===== src/rtl/mem_port_arbiter.sv =====
// Two-port arbiter (CPU controller, debug/loader) in front of the single-port unified memory.
// Define MEM_ARB_DBG_PRIORITY_EN to make the debug port win every tie instead of round robin.
module mem_port_arbiter #(
    parameter int ADDR_W  = 32,
    parameter int DATA_W  = 32,
    parameter int MEM_LAT = 1
) (
    input  logic              clk,
    input  logic              rst,
    input  logic              cpu_req,
    input  logic              cpu_we,
    input  logic [ADDR_W-1:0] cpu_addr,
    input  logic [DATA_W-1:0] cpu_wdata,
    output logic              cpu_ack,
    output logic [DATA_W-1:0] cpu_rdata,
    input  logic              dbg_req,
    input  logic              dbg_we,
    input  logic [ADDR_W-1:0] dbg_addr,
    input  logic [DATA_W-1:0] dbg_wdata,
    output logic              dbg_ack,
    output logic [DATA_W-1:0] dbg_rdata,
    output logic              mem_en,
    output logic              mem_we,
    output logic [ADDR_W-1:0] mem_addr,
    output logic [DATA_W-1:0] mem_wdata,
    input  logic [DATA_W-1:0] mem_rdata,
    output logic              busy,
    output logic              owner
);

    typedef enum logic [1:0] {
        IDLE   = 2'd0,
        ACCESS = 2'd1,
        WAIT   = 2'd2,
        ACK    = 2'd3
    } state_t;

    localparam logic [3:0] LAT_INIT = 4'(MEM_LAT - 1);

    state_t              state;
    state_t              next_state;
    logic                grant;
    logic                grant_dbg;
    logic                tie_dbg;
    logic                lat_we;
    logic [ADDR_W-1:0]   lat_addr;
    logic [DATA_W-1:0]   lat_wdata;
    logic [3:0]          cnt;

    // On a tie the port that did not own the last grant wins, unless debug priority is built in.
`ifdef MEM_ARB_DBG_PRIORITY_EN
    assign tie_dbg = 1'b1;
`else
    assign tie_dbg = ~owner;
`endif

    always_comb begin
        next_state = state;
        grant      = 1'b0;
        grant_dbg  = 1'b0;
        mem_en     = 1'b0;
        cpu_ack    = 1'b0;
        dbg_ack    = 1'b0;
        case (state)
            IDLE: begin
                if (cpu_req || dbg_req) begin
                    grant      = 1'b1;
                    grant_dbg  = (cpu_req && dbg_req) ? tie_dbg : dbg_req;
                    next_state = ACCESS;
                end
            end
            ACCESS: begin
                mem_en     = 1'b1;
                next_state = lat_we ? ACK : WAIT;
            end
            WAIT: begin
                if (cnt == 4'd0) next_state = ACK;
            end
            ACK: begin
                cpu_ack    = ~owner;
                dbg_ack    = owner;
                next_state = IDLE;
            end
            default: next_state = IDLE;
        endcase
    end

    assign busy      = (state != IDLE);
    assign mem_we    = lat_we;
    assign mem_addr  = lat_addr;
    assign mem_wdata = lat_wdata;

    // The counter reaches zero in the cycle mem_rdata becomes valid, which is when it is captured.
    always_ff @(posedge clk) begin
        if (!rst) begin
            state     <= IDLE;
            owner     <= 1'b1;
            lat_we    <= 1'b0;
            lat_addr  <= '0;
            lat_wdata <= '0;
            cnt       <= 4'd0;
            cpu_rdata <= '0;
            dbg_rdata <= '0;
        end else begin
            state <= next_state;
            if (grant) begin
                owner     <= grant_dbg;
                lat_we    <= grant_dbg ? dbg_we    : cpu_we;
                lat_addr  <= grant_dbg ? dbg_addr  : cpu_addr;
                lat_wdata <= grant_dbg ? dbg_wdata : cpu_wdata;
            end
            if (state == ACCESS) begin
                cnt <= LAT_INIT;
            end else if (state == WAIT && cnt != 4'd0) begin
                cnt <= cnt - 4'd1;
            end
            if (state == WAIT && cnt == 4'd0) begin
                if (owner) dbg_rdata <= mem_rdata;
                else       cpu_rdata <= mem_rdata;
            end
        end
    end

endmodule


===== config.mk =====
export PLATFORM = sky130hd
export DESIGN_NAME = mem_port_arbiter
export DESIGN_NICKNAME = d
export VERILOG_FILES = /design/src/rtl/mem_port_arbiter.sv
export SDC_FILE = /design/constraint.sdc
export NUM_CORES = 1
export LEC_CHECK = 0
export ABC_AREA = 1
export BUFFER_PORTS_ARGS = -buffer_cell sky130_fd_sc_hd__buf_4
export CORE_MARGIN = 1.5
export CORE_UTILIZATION = 48
export CTS_BUF_LIST = sky130_fd_sc_hd__clkbuf_8
export DETAILED_ROUTE_END_ITERATION = 16
export PLACE_DENSITY = 0.83
export SLEW_MARGIN = 20
export SYNTH_ARGS = -nofsm -noshare
export SYNTH_HDL_FRONTEND = slang
export SYNTH_SLANG_ARGS = --single-unit

===== constraint.sdc =====
create_clock -name clk -period 1.75 [get_ports clk]
set_clock_uncertainty 0.05 [all_clocks]
set_input_delay 0.35 -clock clk [delete_from_list [all_inputs] [get_ports clk]]
set_output_delay 0.35 -clock clk [all_outputs]
set_load 0.01 [all_outputs]

==> results of run 1 <==
-- layout make-up --
cell class / count / area (µm²)
fillers: 993 / 3321
repair buffers: 316 / 2481
multi-input cells: 563 / 2501
well taps: 168 / 210.2
flip-flops and latches: 136 / 2728
clock inverters: 13 / 176.4
inverters: 142 / 533.0
clock buffers: 19 / 261.5
-- timing repair --
action / 4_1_cts / 5_1_grt
cloned: 0 / 1
setup buffers: 0 / 1
resized for setup: 8 / 2
pin swaps: 0 / 2
endpoints found under the setup margin: 3 / 4
-- worst max-delay path, stage by stage (launching register included) --
cell	delay (ps)
dfxtp_2	340
buf_6	110
ha_4	150
inv_1	50
nor2_2	110
buf_4	130
-- logic make-up after synthesis --
| family | count (synthesis) | share of synthesized area [%] |
|---|---|---|
| simple gates | 356 | 22.63 |
| flops | 136 | 44.72 |
| fa+ha+maj | 5 | 1.028 |
| compound gates | 202 | 16.83 |
| buf+inv | 196 | 14.80 |
-- placed cells by master, fill, tap and decap left out, types with 2 or more instances in the layout --
cell and instances:
buf_4 307, nand2_1 206, inv_1 140, nor2_1 137, dfxtp_1 134, a21oi_1 69, o21ai_1 68, o21ai_0 63
clkbuf_8 19, buf_12 7, nand3_1 6, clkinv_2 5, bufinv_16 4, ha_1 3, clkinvlp_4 3, inv_2 2
nand2_2 2, ha_4 2
-- flip-flops by register name, summed over array words and instances (netlist names) --
name and count:
cpu_rdata 32, dbg_rdata 32, mem_addr 32, mem_wdata 32, cnt 4, state 2, mem_we 1, owner 1
-- path summary, 6_finish.rpt --
path              cells past startpoint  slack, ps     startpoint       endpoint
setup / recovery                      5         40       state[0]        cpu_ack
hold / removal                        3        100  mem_rdata[12]  cpu_rdata[12]
setup reg to reg                      7        120       state[1]  mem_wdata[10]
hold reg to reg                       2        450         cnt[1]         cnt[1]
-- per-stage QoR --
step / cells / setup TNS [ps] / hold slack [ps] / worst slack, ps
2_1_floorplan: 895 / 0 / 395.0 / 310.7
3_3_place_gp: 1323 / 0 / 415.1 / 208.6
3_5_place_dp: 1323 / 0 / 430.5 / 106.3
4_1_cts: 1355 / 0 / 67.58 / 13.36
5_1_grt: 1357 / -53.22 / 81.69 / -40.38
6_report: 1357 / 0 / 99.11 / 37.61
-- cells in the mapped netlist --
cell type and number:
inv_1 140, nor2_1 138, nand3_1 6, o21ai_0 63
nand3_2 1, buf_1 2, nand2_2 2, o211ai_1 1
nand2_1 206, nand2_4 2, inv_2 2, buf_4 4
nor2_4 1, dfxtp_1 136, buf_2 18, clkbuf_1 13
o21ai_1 68, a21oi_1 69, ha_1 5, buf_6 17
a21oi_4 1
-- power groups by stage --
stage	registers, mW	clock network, mW	logic [mW]
after floorplan	4.90	0	2.46
after global placement	4.54	0	4.90
after detailed placement	4.55	0	5.03
after CTS	4.52	2.86	5.10
after global routing	4.61	2.98	5.77
final	4.52	2.81	5.23
-- routing by layer --
metal | GRT usage (%) | part of all wire (%) | vias up
met5 | 0 | 0 | -
li1 | - | - | 3290
met3 | 7.741 | 7.6 | 47
met2 | 46.94 | 50 | 278
met4 | 14.55 | 4.0 | 0
met1 | 27.10 | 38 | 2787
==> run summary, run 1 <==
CTS Hold Bufs = 0
DP HPWL = 13.06 mm
WL/cell = 13.29 µm
Setup Crit Path Kind = flip-flop to primary output
maximum number of pins on one net before global-route repair = 85
DR iter-0 viols = 407
number of H-tree levels = 4
Psw = 4.585 mW
Rows = 40
Die W = 115.6 µm
Initial Utilization = 49.86%
CP required = 1350 ps
status = finished clean
total clock sinks = 136
MaxCap Viol Count = 0
post-layout minimum cycle time = 1712 ps
CTS tree = done
Clock transition at path regs = 80 ps
I/O pins = 300
Logic pwr share = 41.6%
Clk Latency, worst-skew pair = 420 ps
sequential share of power = 36.0%
Final Util = 72.81%
first-pass GRT wire length = 27.34 mm
die area = 13,370 µm²
Core Area = 12,210 µm²
Startpoint Class = flip-flop
Detail Route Antenna Nets = 0
Mapped Area = 6088 µm²
Hold Vio Cnt, Final = 0
Yosys cell types = 21
DR vias = 6,402
top cell type's share of synthesized area = 44.72%
Finish-stage setup viols = 0
Yosys warning count = 0
register area share after synthesis = 44.72%
switching share of power = 36.51%
clock network power share = 22.4%
Tot Pwr = 12.56 mW
area post-placement = 8376 µm²
leading area contributor after synthesis = dfxtp_1
post-synthesis net count = 1,066
PortBufs = 299
Max-slew headroom = 79.43%
nets = 1,347
CTS buffer count = 17
Worst Max-Slew Pin Slew = 308.6 ps
Slew Limit Fails = 0
share of cells above drive strength 1 = 30.45%
CTS root buf = clkbuf_8
Internal = 7.972 mW
CP arrival = 1310 ps
CTS max path bufs = 2
average size of a mapped cell = 6.803 µm²
CP endpoint kind = primary output
Final Cycle Share = 97.85%
DRT Pass-1 Iters = 6
DR vias/cell = 4.718
antenna diode count = 0
worst vdd rail ir drop = 0.6100 mV
P&R area growth vs syn = 46.03%
die height = 115.6 µm
Total Wirelength = 18.04 mm
worst hold path class = input port to flip-flop
vias in the first global route = 6,030
Cells after Synth = 895
Lkg Pwr = 4.911 nW
Final GP Congestion = 0.8410
All-Layer GR Usage = 26.05%
synth top area cells = dfxtp_1 (45%), nand2_1 (13%), inv_1 (8.6%)
Pwr Density = 1412 nW/µm²
gr ovfl total = 0
Fmax = 584.0 MHz
Crit Path Max Fanout = 4
initial antenna violation count = 0
Synth Register Bits = 136
final instance area = 8891 µm²
DRC violation count after routing = 0
RSZ-0062 raised after global routing = yes
No activity file was read; power rests on OpenSTA's default activity.
==> run 2, diff against run 1 <==
--- a/config.mk
+++ b/config.mk
@@ -11,7 +11,7 @@
 export CORE_UTILIZATION = 48
 export CTS_BUF_LIST = sky130_fd_sc_hd__clkbuf_8
 export DETAILED_ROUTE_END_ITERATION = 16
-export PLACE_DENSITY = 0.83
+export PLACE_DENSITY_LB_ADDON = 0.3
 export SLEW_MARGIN = 20
 export SYNTH_ARGS = -nofsm -noshare
 export SYNTH_HDL_FRONTEND = slang
==> run 2 against run 1 <==
  * Worst setup slack improved by 12 ps
  * Combinational power rose by 4.6%
  * First-iteration DRC count fell by 1.5%
  * Global-route usage fell by 0.46 points
  * Register-to-register slack got worse by 40 ps
  * Die area did not move
  * Hold slack got worse by 14 ps
  * Critical path depth did not move
==> run summary, run 2 (synthesis gave the netlist of run 1 again) <==
antenna diode count = 0 (unchanged)
worst vdd rail ir drop = 0.7387 mV (was 0.6100 mV)
Crit Path Max Fanout = 4 (unchanged)
Tot Pwr = 12.37 mW (was 12.56 mW)
CTS root buf = clkbuf_8 (unchanged)
DR vias = 6,401 (was 6,402)
die height = 115.6 µm (unchanged)
number of H-tree levels = 4 (unchanged)
worst hold stages = 3 (unchanged)
Final Cycle Share = 97.17% (was 97.85%)
PortBufs = 299 (unchanged)
status = finished clean (unchanged)
CP max-delay cell = dfxtp_2 (unchanged)
RSZ-0062 raised after global routing = yes (unchanged)
Worst Hold End = dbg_rdata[5] (was cpu_rdata[12])
CTS buffer count = 17 (unchanged)
Buf+Inv Stages, Crit Path = 3 (unchanged)
sequential share of power = 36.3% (was 36.0%)
CP arrival = 1300 ps (was 1310 ps)
Lkg Pwr = 4.943 nW (was 4.911 nW)
first-pass GRT wire length = 26.82 mm (was 27.34 mm)
CP endpoint kind = primary output (unchanged)
Setup Crit Path Kind = flip-flop to primary output (unchanged)
All-Layer GR Usage = 25.59% (was 26.05%)
Worst R2R End = mem_addr[14] (was mem_wdata[10])
gr ovfl total = 0 (unchanged)
Internal = 7.807 mW (was 7.972 mW)
Detail Route Antenna Nets = 0 (unchanged)
commonest non-fill, non-tap cell in the layout = buf_4 (unchanged)
clock network power share = 19.5% (was 22.4%)
P&R area growth vs syn = 46.67% (was 46.03%)
post-layout minimum cycle time = 1701 ps (was 1712 ps)
CTS max path bufs = 2 (unchanged)
Pwr Density = 1386 nW/µm² (was 1412 nW/µm²)
DRT Pass-1 Iters = 6 (unchanged)
initial antenna violation count = 0 (unchanged)
Filler Cells Inserted = 1,000 (was 993)
Initial Utilization = 49.86% (unchanged)
vias in the first global route = 5,835 (was 6,030)
total clock sinks = 136 (unchanged)
Placement Setup Slack = 170.1 ps (was 106.3 ps)
Finish-stage setup viols = 0 (unchanged)
Crit path top cell by count = buf_6
Max-slew headroom = 77.84% (was 79.43%)
maximum number of pins on one net before global-route repair = 81 (was 85)
Clk Latency, worst-skew pair = 440 ps (was 420 ps)
switching share of power = 36.91% (was 36.51%)
DP HPWL = 12.67 mm (was 13.06 mm)
Fmax = 588.1 MHz (was 584.0 MHz)
Top delay family on crit path = flip-flops (unchanged)
Worst Max-Slew Pin Slew = 332.4 ps (was 308.6 ps)
Clock transition at path regs = 70 ps (was 80 ps)
Psw = 4.567 mW (was 4.585 mW)
Hold Crit Start = mem_rdata[5] (was mem_rdata[12])
Die W = 115.6 µm (unchanged)
Logic pwr share = 44.2% (was 41.6%)
CP Cell Sequence = buf_6 -> ha_4 -> inv_2 -> nor2_4 -> buf_6 (was buf_6 -> ha_4 -> inv_1 -> nor2_2 -> buf_4)
FF-to-FF path depth = 8 (was 7)
MaxCap Viol Count = 0 (unchanged)
CTS tree = done (unchanged)
DR iter-0 viols = 401 (was 407)
I/O pins = 300 (unchanged)
reg2reg setup slack = 80 ps (was 120 ps)
launching point of the worst reg2reg path = state[1] (unchanged)
leading cell types in the layout, fill and taps excluded = buf_4 (307), nand2_1 (206), inv_1 (139) (was buf_4 (307), nand2_1 (206), inv_1 (140))
area post-placement = 8416 µm² (was 8376 µm²)
DRC violation count after routing = 0 (unchanged)
final instance area = 8930 µm² (was 8891 µm²)
Startpoint Class = flip-flop (unchanged)
worst hold path class = input port to flip-flop (unchanged)
CP required = 1350 ps (about the same)
WL/cell = 12.94 µm (was 13.29 µm)
Hold Vio Cnt, Final = 0 (unchanged)
die area = 13,370 µm² (unchanged)
DR vias/cell = 4.700 (was 4.718)
Slew Limit Fails = 0 (unchanged)
Rows = 40 (unchanged)
nets = 1,353 (was 1,347)
Total Wirelength = 17.62 mm (was 18.04 mm)
final worst slack = 49.49 ps (was 37.61 ps)
CTS Hold Bufs = 0 (unchanged)
Final GP Congestion = 0.8457 (was 0.8410)
Max stage delay on crit path = 340 ps (about the same)
share of cells above drive strength 1 = 30.82% (was 30.45%)
Core Area = 12,210 µm² (unchanged)
==> run 2: cell types whose count changed in the layout (fill, tap and decap cells not counted), moves of 2 or more <==
cell / change
buf_6: +3
buf_12: +2
bufinv_16: -4
clkinv_2: -2
clkbuf_8: +6
==> run 2: worst register-to-register path: cells and delay by family (launching register included) <==
| family | cells | cell delay (ps) |
|---|---|---|
| buffers and inverters | 5 | 660 |
| DFF | 1 | 370 |
| AOI/OAI and AO/OA | 2 | 320 |
| adders and majority gates | 1 | 170 |
==> run 2: repair_timing <==
action / 4_1_cts / 5_1_grt
pin swaps: 0 / 3
setup buffers: 1 / 2
gates cloned: 0 / 3
setup endpoints to repair: 3 / 46
resized for setup: 7 / 6
==> run 2: area by class of cell <==
cell class                      instances  area, µm²  area share, %
Sequential cell                       136       2728          30.55
Clock inverter                          6      37.54         0.4203
Multi-Input combinational cell        563       2497          27.97
Timing Repair Buffer                  322       2580          28.89
Clock buffer                           25      344.1          3.853
Tap cell                              168      210.2          2.354
Inverter                              142      533.0          5.969
==> run 2: worst max-delay path by stage <==
stage | start | endpoint | cells past startpoint
after global routing | state[0] | dbg_ack | 5
after detailed placement | state[1] | mem_addr[6] | 7
final | state[0] | cpu_ack | 5
after global placement | state[1] | mem_wdata[0] | 7
after floorplan | state[0] | mem_addr[26] | 8
after CTS | state[0] | cpu_ack | 5
==> run 2: routing by layer <==
| metal | track usage, % | up-vias | wire [µm] |
|---|---|---|---|
| met5 | 0 | - | 0 |
| met4 | 14.72 | 0 | 777 |
| met3 | 7.322 | 54 | 1225 |
| met2 | 43.47 | 258 | 8429 |
| met1 | 28.83 | 2783 | 7189 |
| li1 | - | 3306 | - |
==> run 2: metrics by stage <==
stage | util (%) | setup TNS, ps | std cells | hold WS [ps]
after CTS | 72.30 | 0 | 1357 | 61.41
after floorplan | - | 0 | 895 | 395.0
after global placement | 68.91 | 0 | 1325 | 413.7
final | 73.13 | 0 | 1362 | 84.72
after detailed placement | 68.91 | 0 | 1325 | 417.9
after global routing | 73.13 | -37.10 | 1362 | 70.03
==> run 2: power by group through the flow <==
stage	clock network, mW	registers (mW)	logic (mW)
after detailed placement	0	4.51	5.11
after floorplan	0	4.90	2.46
after global placement	0	4.50	5.02
final	2.42	4.49	5.47
after global routing	2.60	4.58	6.00
after CTS	2.47	4.48	5.17
==> run 3, diff against run 2 <==
--- a/config.mk
+++ b/config.mk
@@ -5,12 +5,11 @@
 export SDC_FILE = /design/constraint.sdc
 export NUM_CORES = 1
 export LEC_CHECK = 0
-export ABC_AREA = 1
 export BUFFER_PORTS_ARGS = -buffer_cell sky130_fd_sc_hd__buf_4
-export CORE_MARGIN = 1.5
-export CORE_UTILIZATION = 48
+export CORE_AREA = 2 2 117 119
 export CTS_BUF_LIST = sky130_fd_sc_hd__clkbuf_8
 export DETAILED_ROUTE_END_ITERATION = 16
+export DIE_AREA = 0 0 119 121
 export PLACE_DENSITY_LB_ADDON = 0.3
 export SLEW_MARGIN = 20
 export SYNTH_ARGS = -nofsm -noshare
==> run 3 against run 2 <==
  * Critical path depth is the same
  * Hold slack gained 44 ps
  * Design area decreased by 3.9%
  * Routed wire length up 12%
  * Register-to-register slack barely moved
  * Final cell count shrank 19%
  * Worst setup slack is essentially flat
  * Non-clock buffer count increased by 10
  * Synthesized area decreased by 8.7%
  * Core utilization decreased by 7.6 points
  * Combinational power decreased by 9.1%
  * Critical endpoint is now busy
  * Largest power group unchanged
==> run summary, run 3 <==
Synth async-reset ratio = 0% (unchanged)
Post-Layout Cell Count = 1,109 (was 1,362)
share of cells above drive strength 1 = 40.94% (was 30.82%)
CP required = 1350 ps (about the same)
All-Layer GR Usage = 26.36% (was 25.59%)
synth top area cells = dfxtp_1 (49%), a21oi_1 (12%), o21ai_0 (11%) (was dfxtp_1 (45%), nand2_1 (13%), inv_1 (8.6%))
die height = 121 µm (was 115.6 µm)
Total Wirelength = 19.71 mm (was 17.62 mm)
sequential share of power = 36.4% (was 36.3%)
Clk Latency, worst-skew pair = 430 ps (was 440 ps)
Lkg Pwr = 3.625 nW (was 4.943 nW)
Initial Utilization = 42.49% (was 49.86%)
P&R area growth vs syn = 54.28% (was 46.67%)
largest family of logic cells by synthesized area = compound AO/OA/AOI/OAI gates (was simple AND/OR/NAND/NOR gates)
post-synthesis net count = 819 (was 1,066)
first-pass GRT wire length = 30.26 mm (was 26.82 mm)
nets = 1,092 (was 1,353)
RSZ-0062 raised after global routing = yes (unchanged)
WL/cell = 17.77 µm (was 12.94 µm)
PortBufs = 299 (unchanged)
leading cell types in the layout, fill and taps excluded = buf_4 (321), dfxtp_1 (133), a21oi_1 (132) (was buf_4 (307), nand2_1 (206), inv_1 (139))
post-synthesis compound-gate area fraction = 35.46% (was 16.83%)
Cells after Synth = 648 (was 895)
Final GP Congestion = 0.8326 (was 0.8457)
Post-Synth Simple-Gate Area = 7.516% (was 22.63%)
status = finished clean (unchanged)
total clock sinks = 136 (unchanged)
average size of a mapped cell = 8.581 µm² (was 6.803 µm²)
Core Area = 13,090 µm² (was 12,210 µm²)
Fmax = 588.1 MHz (about the same)
worst hold path class = input port to flip-flop (unchanged)
Max-slew headroom = 31.98% (was 77.84%)
number of H-tree levels = 4 (unchanged)
Clock transition at path regs = 70 ps (about the same)
reg2reg setup slack = 80 ps (about the same)
die area = 14,400 µm² (was 13,370 µm²)
commonest non-fill, non-tap cell in the layout = buf_4 (unchanged)
Placed Cells incl. Taps = 1,071 (was 1,325)
DR vias = 6,233 (was 6,401)
vias in the first global route = 5,884 (was 5,835)
Pwr Density = 1398 nW/µm² (was 1386 nW/µm²)
Die W = 119 µm (was 115.6 µm)
final worst slack = 49.50 ps (was 49.49 ps)
DR iter-0 viols = 471 (was 401)
CTS Hold Bufs = 0 (unchanged)
CTS root buf = clkbuf_8 (unchanged)
top cell type's share of synthesized area = 48.96% (was 44.72%)
Crit Path Max Fanout = 5 (was 4)
antenna diode count = 0 (unchanged)
Finish-stage setup viols = 0 (unchanged)
Hold Slack = 128.9 ps (was 84.72 ps)
gr ovfl total = 0 (unchanged)
Placement Setup Slack = -189.4 ps (was 170.1 ps)
CTS max path bufs = 2 (unchanged)
DR vias/cell = 5.620 (was 4.700)
adder-cell share of the synthesized area = 1.125% (was 1.028%)
Hold Crit Start = mem_rdata[27] (was mem_rdata[5])
worst vdd rail ir drop = 0.9611 mV (was 0.7387 mV)
Logic pwr share = 41.4% (was 44.2%)
Hold Vio Cnt, Final = 0 (unchanged)
DP HPWL = 12.91 mm (was 12.67 mm)
switching share of power = 36.00% (was 36.91%)
most common cell in the netlist = dfxtp_1 (was nand2_1)
DRT Pass-1 Iters = 4 (was 6)
Worst Max-Slew Pin Slew = 1016 ps (was 332.4 ps)
maximum number of pins on one net before global-route repair = 65 (was 81)
Detail Route Antenna Nets = 0 (unchanged)
Synth Flop Type = dfxtp_1 (unchanged)
mux contribution to synthesized area = 0.1800% (was 0%)
post-layout minimum cycle time = 1701 ps (about the same)
Yosys warning count = 0 (unchanged)
CP endpoint kind = primary output (unchanged)
Internal = 7.672 mW (was 7.807 mW)
CTS tree = done (unchanged)
Synth Register Bits = 136 (unchanged)
clock network power share = 22.2% (was 19.5%)
Crit. Startpoint = state[1] (was state[0])
DRC violation count after routing = 0 (unchanged)
Synth Area in XOR/XNOR = 0.1575% (was 0%)
CP arrival = 1300 ps (about the same)
Startpoint Class = flip-flop (unchanged)
Slew Limit Fails = 0 (unchanged)
initial antenna violation count = 0 (unchanged)
Post-synth EDFFs = 0 (unchanged)
Rows = 42 (was 40)
CTS buffer count = 17 (unchanged)
synth cell count leaders = dfxtp_1 (136), a21oi_1 (132), o21ai_0 (119), o32ai_1 (66), nand3_1 (65) (was nand2_1 (206), inv_1 (140), nor2_1 (138), dfxtp_1 (136), a21oi_1 (69))
Mapped Area = 5560 µm² (was 6088 µm²)
Psw = 4.316 mW (was 4.567 mW)
Setup Crit Path Kind = flip-flop to primary output (unchanged)
register area share after synthesis = 48.96% (was 44.72%)
launching point of the worst reg2reg path = cnt[0] (was state[1])
Yosys cell types = 36 (was 21)
Final Cycle Share = 97.17% (about the same)
MaxCap Viol Count = 0 (unchanged)
I/O pins = 300 (unchanged)
leading area contributor after synthesis = dfxtp_1 (unchanged)
run 3: power groups by stage:
stage               registers [mW]  logic (mW)  clock network [mW]
floorplan                     4.69        1.85                   0
global placement              4.33        4.55                   0
detailed placement            4.36        4.56                   0
CTS                           4.34        4.87                2.71
global route                  4.45        5.30                2.86
finish                        4.36        4.97                2.66
run 3: final timing paths:
path | endpoint | depth (start not counted)
hold reg to reg | cpu_rdata[25] | 2
setup reg to reg | state[0] | 5
hold / removal | dbg_rdata[27] | 3
setup / recovery | busy | 5
run 3: kinds of logic after synthesis:
group                      Yosys count
buffers and inverters               88
and+or+nand+nor                     80
DFF                                136
adders and majority gates            5
xor gates and xnor gates             1
AOI/OAI and AO/OA                  337
muxes                                1
run 3: layer usage:
metal  global-route usage, %  wire length (µm)  vias up
met3                   7.237              1458       22
li1                        -                 -     2986
met2                   44.15              9768      273
met4                   9.970               368        0
met1                   32.39              8110     2952
met5                       0                 0        -
run 3: cell type report:
class / instances / area (µm²)
Timing Repair Buffer: 332 / 2651
Fill cell: 1142 / 4507
Clock buffer: 20 / 275.3
Tap cell: 176 / 220.2
Sequential cell: 136 / 2734
Inverter: 9 / 43.79
Multi-Input combinational cell: 425 / 2524
Clock inverter: 11 / 130.1
run 3: metrics by stage:
stage / TNS [ps] / util, % / total power [mW] / cell area (µm²)
after floorplan: 0 / - / 6.541 / 5562
after global placement: -2647 / 61.04 / 8.882 / 7988
after detailed placement: -3646 / 61.04 / 8.918 / 7988
after CTS: -29.95 / 65.09 / 11.92 / 8517
after global routing: -5.416 / 65.56 / 12.60 / 8578
final: 0 / 65.56 / 11.99 / 8578
run 3: critical path: stages (launching register included):
cell	delay [ps]
dfxtp_4	400
inv_4	50
ha_4	160
buf_12	130
clkinv_4	30
buf_6	80
run 3: timing repair:
action | in CTS | in global routing
setup buffers | 2 | 1
gates cloned | 3 | 1
pin swaps | 1 | 1
gates resized for setup | 12 | 9
endpoints found under the setup margin | 19 | 5
